--- src/rtl/hyperbus_arbiter.sv ---
// hyperbus_arbiter: round-robin front end that lets two requesters share one HyperBus controller.
// Latency: gnt/done/err are registered 1-cycle pulses after the deciding edge; rdat/rvalid and ctl_rrq/ctl_wrq are combinational.
// Backpressure: a requester holds reqN until gntN; requests raised outside IDLE wait, nothing is queued.
//
// Ports:
//   clk, rstn                      sole clock, asynchronous active-low reset
//   reqN/weN/regN/adrN/wdatN       requester N command (level request, held until gntN)
//   gntN/doneN/errN                requester N accept / completion / failure pulses
//   rdatN/rvalidN                  requester N read data, forwarded live from the controller
//   ctl_adr/ctl_dat_o/ctl_reg      latched command toward the controller
//   ctl_rrq/ctl_wrq                read / write request toward the controller
//   ctl_dat_i/ctl_busy/ctl_dvalid  controller read data, busy and data-valid
//   ctl_error                      sticky controller error
//   fault                          arbiter parked in ERROR until reset
module hyperbus_arbiter #(
   parameter int WIDTH         = 8,
   parameter int ISSUE_TIMEOUT = 15
) (
   input  logic                 clk,
   input  logic                 rstn,

   input  logic                 req0,
   input  logic                 we0,
   input  logic                 reg0,
   input  logic [31:0]          adr0,
   input  logic [2*WIDTH-1:0]   wdat0,
   output logic                 gnt0,
   output logic [2*WIDTH-1:0]   rdat0,
   output logic                 rvalid0,
   output logic                 done0,
   output logic                 err0,

   input  logic                 req1,
   input  logic                 we1,
   input  logic                 reg1,
   input  logic [31:0]          adr1,
   input  logic [2*WIDTH-1:0]   wdat1,
   output logic                 gnt1,
   output logic [2*WIDTH-1:0]   rdat1,
   output logic                 rvalid1,
   output logic                 done1,
   output logic                 err1,

   output logic [31:0]          ctl_adr,
   output logic [2*WIDTH-1:0]   ctl_dat_o,
   input  logic [2*WIDTH-1:0]   ctl_dat_i,
   output logic                 ctl_reg,
   output logic                 ctl_rrq,
   output logic                 ctl_wrq,
   input  logic                 ctl_busy,
   input  logic                 ctl_dvalid,
   input  logic                 ctl_error,
   output logic                 fault
);

   localparam int DW  = 2 * WIDTH;
   localparam int WDW = (ISSUE_TIMEOUT < 1) ? 1 : $clog2(ISSUE_TIMEOUT + 1);

   typedef enum logic [1:0] {
      S_IDLE   = 2'd0,
      S_ISSUE  = 2'd1,
      S_ACTIVE = 2'd2,
      S_ERROR  = 2'd3
   } state_t;

   state_t           r_state;
   state_t           w_state_nxt;

   // r_prio names the requester that wins a tie; it flips away from each winner.
   logic             r_prio;
   logic             r_owner;
   logic             r_we;
   logic             r_reg;
   logic [31:0]      r_adr;
   logic [DW-1:0]    r_wdat;
   logic [WDW-1:0]   r_wdog;
   logic [1:0]       r_gnt;
   logic [1:0]       r_done;
   logic [1:0]       r_err;

   logic             w_pick;
   logic             w_win;
   logic             w_timeout;
   logic [WDW-1:0]   w_wdog_inc;
   logic [1:0]       w_owner_oh;
   logic [1:0]       w_gnt_set;
   logic [1:0]       w_done_set;
   logic [1:0]       w_err_set;

   assign w_pick     = (r_state == S_IDLE) && (req0 || req1);
   // Requester 1 wins when it is alone or when the tie goes its way.
   assign w_win      = req1 && (!req0 || r_prio);
   assign w_wdog_inc = r_wdog + WDW'(1);
   // The cycle that would bring the watchdog to ISSUE_TIMEOUT is the last one allowed.
   assign w_timeout  = (w_wdog_inc == WDW'(ISSUE_TIMEOUT));
   assign w_owner_oh = {r_owner, !r_owner};

   // ---------------------------------------------------------------- state register
   always_ff @(posedge clk or negedge rstn) begin
      if (!rstn) begin
         r_state <= S_IDLE;
      end else begin
         r_state <= w_state_nxt;
      end
   end

   // ---------------------------------------------------------------- next state
   always_comb begin
      w_state_nxt = r_state;
      case (r_state)
         S_IDLE: begin
            if (req0 || req1) begin
               w_state_nxt = S_ISSUE;
            end
         end
         S_ISSUE: begin
            if (ctl_error) begin
               w_state_nxt = S_ERROR;
            end else if (ctl_busy) begin
               w_state_nxt = S_ACTIVE;
            end else if (w_timeout) begin
               w_state_nxt = S_ERROR;
            end
         end
         S_ACTIVE: begin
            // A sticky error outranks the completion seen in the same cycle.
            if (ctl_error) begin
               w_state_nxt = S_ERROR;
            end else if (!ctl_busy) begin
               w_state_nxt = S_IDLE;
            end
         end
         S_ERROR: begin
            w_state_nxt = S_ERROR;
         end
         default: begin
            w_state_nxt = S_IDLE;
         end
      endcase
   end

   // ---------------------------------------------------------------- outputs
   always_comb begin
      w_gnt_set  = 2'b00;
      w_done_set = 2'b00;
      w_err_set  = 2'b00;
      ctl_rrq    = 1'b0;
      ctl_wrq    = 1'b0;
      rvalid0    = 1'b0;
      rvalid1    = 1'b0;
      fault      = 1'b0;
      case (r_state)
         S_IDLE: begin
            if (w_pick) begin
               w_gnt_set = w_win ? 2'b10 : 2'b01;
            end
         end
         S_ISSUE: begin
            ctl_rrq = !r_we;
            ctl_wrq = r_we;
            if (ctl_error || (!ctl_busy && w_timeout)) begin
               w_err_set = w_owner_oh;
            end
         end
         S_ACTIVE: begin
            // The request drops in the very cycle the controller releases busy.
            ctl_rrq = !r_we && ctl_busy;
            ctl_wrq = r_we && ctl_busy;
            rvalid0 = ctl_dvalid && !r_owner;
            rvalid1 = ctl_dvalid && r_owner;
            if (ctl_error) begin
               w_err_set = w_owner_oh;
            end else if (!ctl_busy) begin
               w_done_set = w_owner_oh;
            end
         end
         S_ERROR: begin
            fault = 1'b1;
         end
         default: begin
            fault = 1'b0;
         end
      endcase
   end

   // ---------------------------------------------------------------- datapath and pulses
   always_ff @(posedge clk or negedge rstn) begin
      if (!rstn) begin
         r_prio  <= 1'b0;
         r_owner <= 1'b0;
         r_we    <= 1'b0;
         r_reg   <= 1'b0;
         r_adr   <= '0;
         r_wdat  <= '0;
         r_wdog  <= '0;
         r_gnt   <= 2'b00;
         r_done  <= 2'b00;
         r_err   <= 2'b00;
      end else begin
         r_gnt  <= w_gnt_set;
         r_done <= w_done_set;
         r_err  <= w_err_set;
         if (w_pick) begin
            r_owner <= w_win;
            r_prio  <= !w_win;
            r_we    <= w_win ? we1   : we0;
            r_reg   <= w_win ? reg1  : reg0;
            r_adr   <= w_win ? adr1  : adr0;
            r_wdat  <= w_win ? wdat1 : wdat0;
            r_wdog  <= '0;
         end else if ((r_state == S_ISSUE) && !ctl_busy && !ctl_error) begin
            r_wdog <= w_wdog_inc;
         end
      end
   end

   assign gnt0      = r_gnt[0];
   assign gnt1      = r_gnt[1];
   assign done0     = r_done[0];
   assign done1     = r_done[1];
   assign err0      = r_err[0];
   assign err1      = r_err[1];
   assign rdat0     = rvalid0 ? ctl_dat_i : '0;
   assign rdat1     = rvalid1 ? ctl_dat_i : '0;
   assign ctl_adr   = r_adr;
   assign ctl_dat_o = r_wdat;
   assign ctl_reg   = r_reg;

endmodule

--- config.mk ---
export PLATFORM = sky130hd
export DESIGN_NAME = hyperbus_arbiter
export DESIGN_NICKNAME = d
export VERILOG_FILES = /design/src/rtl/hyperbus_arbiter.sv
export SDC_FILE = /design/constraint.sdc
export NUM_CORES = 1
export LEC_CHECK = 0
export ABC_AREA = 1
export CAP_MARGIN = 20
export CORE_ASPECT_RATIO = 0.5
export CORE_MARGIN = 2
export CORE_UTILIZATION = 39
export CTS_CLUSTER_SIZE = 8
export DETAILED_ROUTE_END_ITERATION = 6
export GPL_ROUTABILITY_DRIVEN = 0
export HOLD_SLACK_MARGIN = 0.15
export PLACE_DENSITY = 0.91
export SKIP_LAST_GASP = 1
export SLEW_MARGIN = 20
export SYNTH_ARGS = -nofsm -noshare
export SYNTH_HDL_FRONTEND = slang
export SYNTH_SLANG_ARGS = --single-unit
export TNS_END_PERCENT = 50
--- constraint.sdc ---
create_clock -name clk -period 3 [get_ports clk]
set_clock_uncertainty 0.1 [all_clocks]
set_input_delay 0.6 -clock clk [delete_from_list [all_inputs] [get_ports clk]]
set_output_delay 0.6 -clock clk [all_outputs]
set_load 0.02 [all_outputs]
==> reports/results.txt <==
later-pin clock latency in the skew report: 0.33 ns
Max Slew Vio Count: 0
ANT nets after route: 0
register area share after synthesis: 50.8%
proportion of power drawn by combinational gates: 50.0%
post-layout util: 72.1%
Crit Path Class: reg -> out
Psw: 1980 uW
htree depth: 3
wire per inst: 14.0 um
Vias: 3469
via/cell ratio: 4.66
crit start category: flop
antenna violations before repair: 0
worst path bufs/invs: 4
flops & latches, synth: 64
Pleak: 0.00290 uW
HPWL Detailed: 7550 um
Fmax: 334 MHz
Pint: 3080 uW
WL final: 10400 um
gr ovfl total: 0
Yosys warning count: 0
worst vdd ir: 0.000431 V
chip height: 67.6 um
Area Overhead vs Synth: 80.8%
status: complete, no violations
share of power burned in registers: 29.1%
flip-flop count of the largest register after layout: 32
CTS tree: built
R2R setup slack: 1.03 ns
CORE AREA: 7910 um2
CP required: 2.30 ns
layout cell share with drive strength beyond 1: 4.91%
Worst-path clk slew: 0.05 ns
number of cells after detailed placement: 728
Post-Syn Nets: 543
crit share post-route: 99.9%
hold crit path type: in -> async
max incr delay on CP: 0.61 ns
First DRT Iteration DRCs: 230
Setup Buffers After CTS: 0
Clock Tree Buf Depth: 2
Mapped Avg Cell Area: 7.62 um2
area of the mapped netlist: 3160 um2
maxcap violations: 0
library cells used by synthesis: 23
ANT cells: 0
post-layout min period: 3.00 ns
num rows: 23
first-pass GRT wire length: 15900 um
cts bufs inserted: 9
Worst Setup End Kind: output pin
largest net degree at the start of global routing: 65
number of buffers added on ports: 214
most used cell, CP: inv_1
Num Clock Sinks: 64
total power: 5060 uW
PwrDens: 887 nW/um2
crit-path cells: inv_1 -> ha_1 -> inv_1 -> nor3_2 -> inv_2 -> nor2_1 -> clkdlybuf4s50_1
overall global routing resource usage: 23.0%
die area: 8870 um2
TNS Setup: 0 ns
nets@finish: 756
CP arrival: 2.30 ns
IO Count: 215
Die Wd: 131 um
Crit-path slowest cell: clkdlybuf4s50_1
Final Hold Vio Count: 0
Starting Density: 39.9%
Sw Share: 39.1%
final std cells w/o fill: 744
Clock power frac: 20.9%
Slew HR: 45.9%
Cells after Synth: 414
Worst path top cell family by delay: buffers and inverters
total iterations of the first detailed-routing run: 4
Slew @ Worst Pin: 0.812 ns
critical path peak fanout: 16
Final Setup Violations: 0
CTS root buf: clkbuf_16
RSZ-0062 raised after global routing: true
number of global-route vias before repair: 3307
Post-route DRC: 0
cells in the final DEF, fill, tap and decap left out:
master and count:
clkbuf_16 9, o211ai_1 1, buf_12 1, buf_4 4
bufinv_16 1, clkinvlp_4 2, nor2_1 38, a21oi_1 1
nor2_4 1, nand2_2 1, buf_2 1, dlymetal6s2s_1 15
nor3_1 2, o21bai_1 1, nand3_1 55, nand2_4 1
ha_1 6, a21oi_2 1, dfrtp_1 64, nand4_1 1
dlygate4sd2_1 3, inv_2 3, clkinv_2 2, clkdlybuf4s50_1 195
nand2_1 172, clkbuf_8 2, o21ai_0 7, nor3_2 2
o22ai_1 2, inv_1 38
power by group through the flow:
stage	combinational, uW	sequential (uW)	clock, uW
2_1_floorplan	952	1870	0
3_3_place_gp	2490	1460	0
3_5_place_dp	2540	1480	0
4_1_cts	2560	1470	1080
5_1_grt	2740	1520	1120
6_report	2530	1470	1060
worst register-to-register path: stages (launching register included):
cell and delay, ns:
dfrtp_1 0.40, inv_1 0.09, ha_1 0.27, nand2_4 0.10, buf_4 0.46, nand2_1 0.19
inv_1 0.11, nand2_1 0.05, o21ai_0 0.10
metal layers:
layer | vias to the layer above | part of all wire [%] | GRT usage, %
li1 | 1697 | - | -
met1 | 1628 | 38 | 24.9
met2 | 122 | 54 | 44.3
met3 | 22 | 5.7 | 6.46
met4 | 0 | 2.3 | 9.38
met5 | - | 0 | 0
what timing repair did:
| item | CTS | global route |
|---|---|---|
| endpoints found under the setup margin | 30 | 30 |
| gates resized for setup | 4 | 15 |
| hold buffers | 0 | 0 |
cell usage after synthesis:
| cell | number | area (um2) |
|---|---|---|
| a21oi_1 | 1 | 5.00 |
| a21oi_2 | 1 | 8.76 |
| buf_2 | 7 | 35.0 |
| buf_6 | 5 | 56.3 |
| clkbuf_1 | 4 | 15.0 |
| clkbuf_8 | 1 | 13.8 |
| dfrtp_1 | 64 | 1600 |
| ha_1 | 6 | 75.1 |
| inv_1 | 39 | 146 |
| inv_2 | 2 | 7.51 |
| nand2_1 | 172 | 646 |
| nand2_2 | 1 | 6.26 |
| nand2_4 | 1 | 11.3 |
| nand3_1 | 55 | 275 |
| nand4_1 | 1 | 6.26 |
| nor2_1 | 38 | 143 |
| nor2_4 | 1 | 11.3 |
| nor3_1 | 2 | 10.0 |
| nor3_2 | 2 | 20.0 |
| o211ai_1 | 1 | 7.51 |
| o21ai_0 | 7 | 35.0 |
| o21bai_1 | 1 | 7.51 |
| o22ai_1 | 2 | 12.5 |
worst paths after layout:
path,end,from,depth (start not counted)
worst max-delay path,rdat1[10],r_state[0],7
worst min register to register,r_err[0],r_owner,1
worst min-delay path,ctl_adr[25],rstn,2
worst max register to register,r_wdog[0],r_state[0],8
max in group asynchronous,r_state[0],rstn,2
min in group clk,r_err[0],r_owner,1
cells by family (layout without fill, tap and decap cells):
kind of cell               count (synthesis)  count (layout)  synth area share (%)
AOI/OAI and AO/OA                         13              13                  2.42
and+or+nand+nor                          273             273                  35.8
adders and majority gates                  6               6                  2.38
buffers and inverters                     58             276                  8.68
DFF                                       64              64                  50.8
final cells by class:
| cell class | instances | area [um2] |
|---|---|---|
| Clock buffer | 11 | 253 |
| Clock inverter | 5 | 55.1 |
| Fill cell | 578 | 2210 |
| Inverter | 41 | 154 |
| Multi-Input combinational cell | 292 | 1280 |
| Sequential cell | 64 | 1600 |
| Tap cell | 112 | 140 |
| Timing Repair Buffer | 219 | 2220 |
per-stage QoR:
step	hold slack (ns)	area (um2)	setup slack (ns)
global placement	0.377	5360	0.0918
finish	0.348	5700	0.00378
floorplan	0.204	3160	0.533
detailed placement	0.382	5360	-0.0146
CTS	0.377	5670	-0.0325
global route	0.404	5700	-0.141
(Power assumes the default switching activity.)
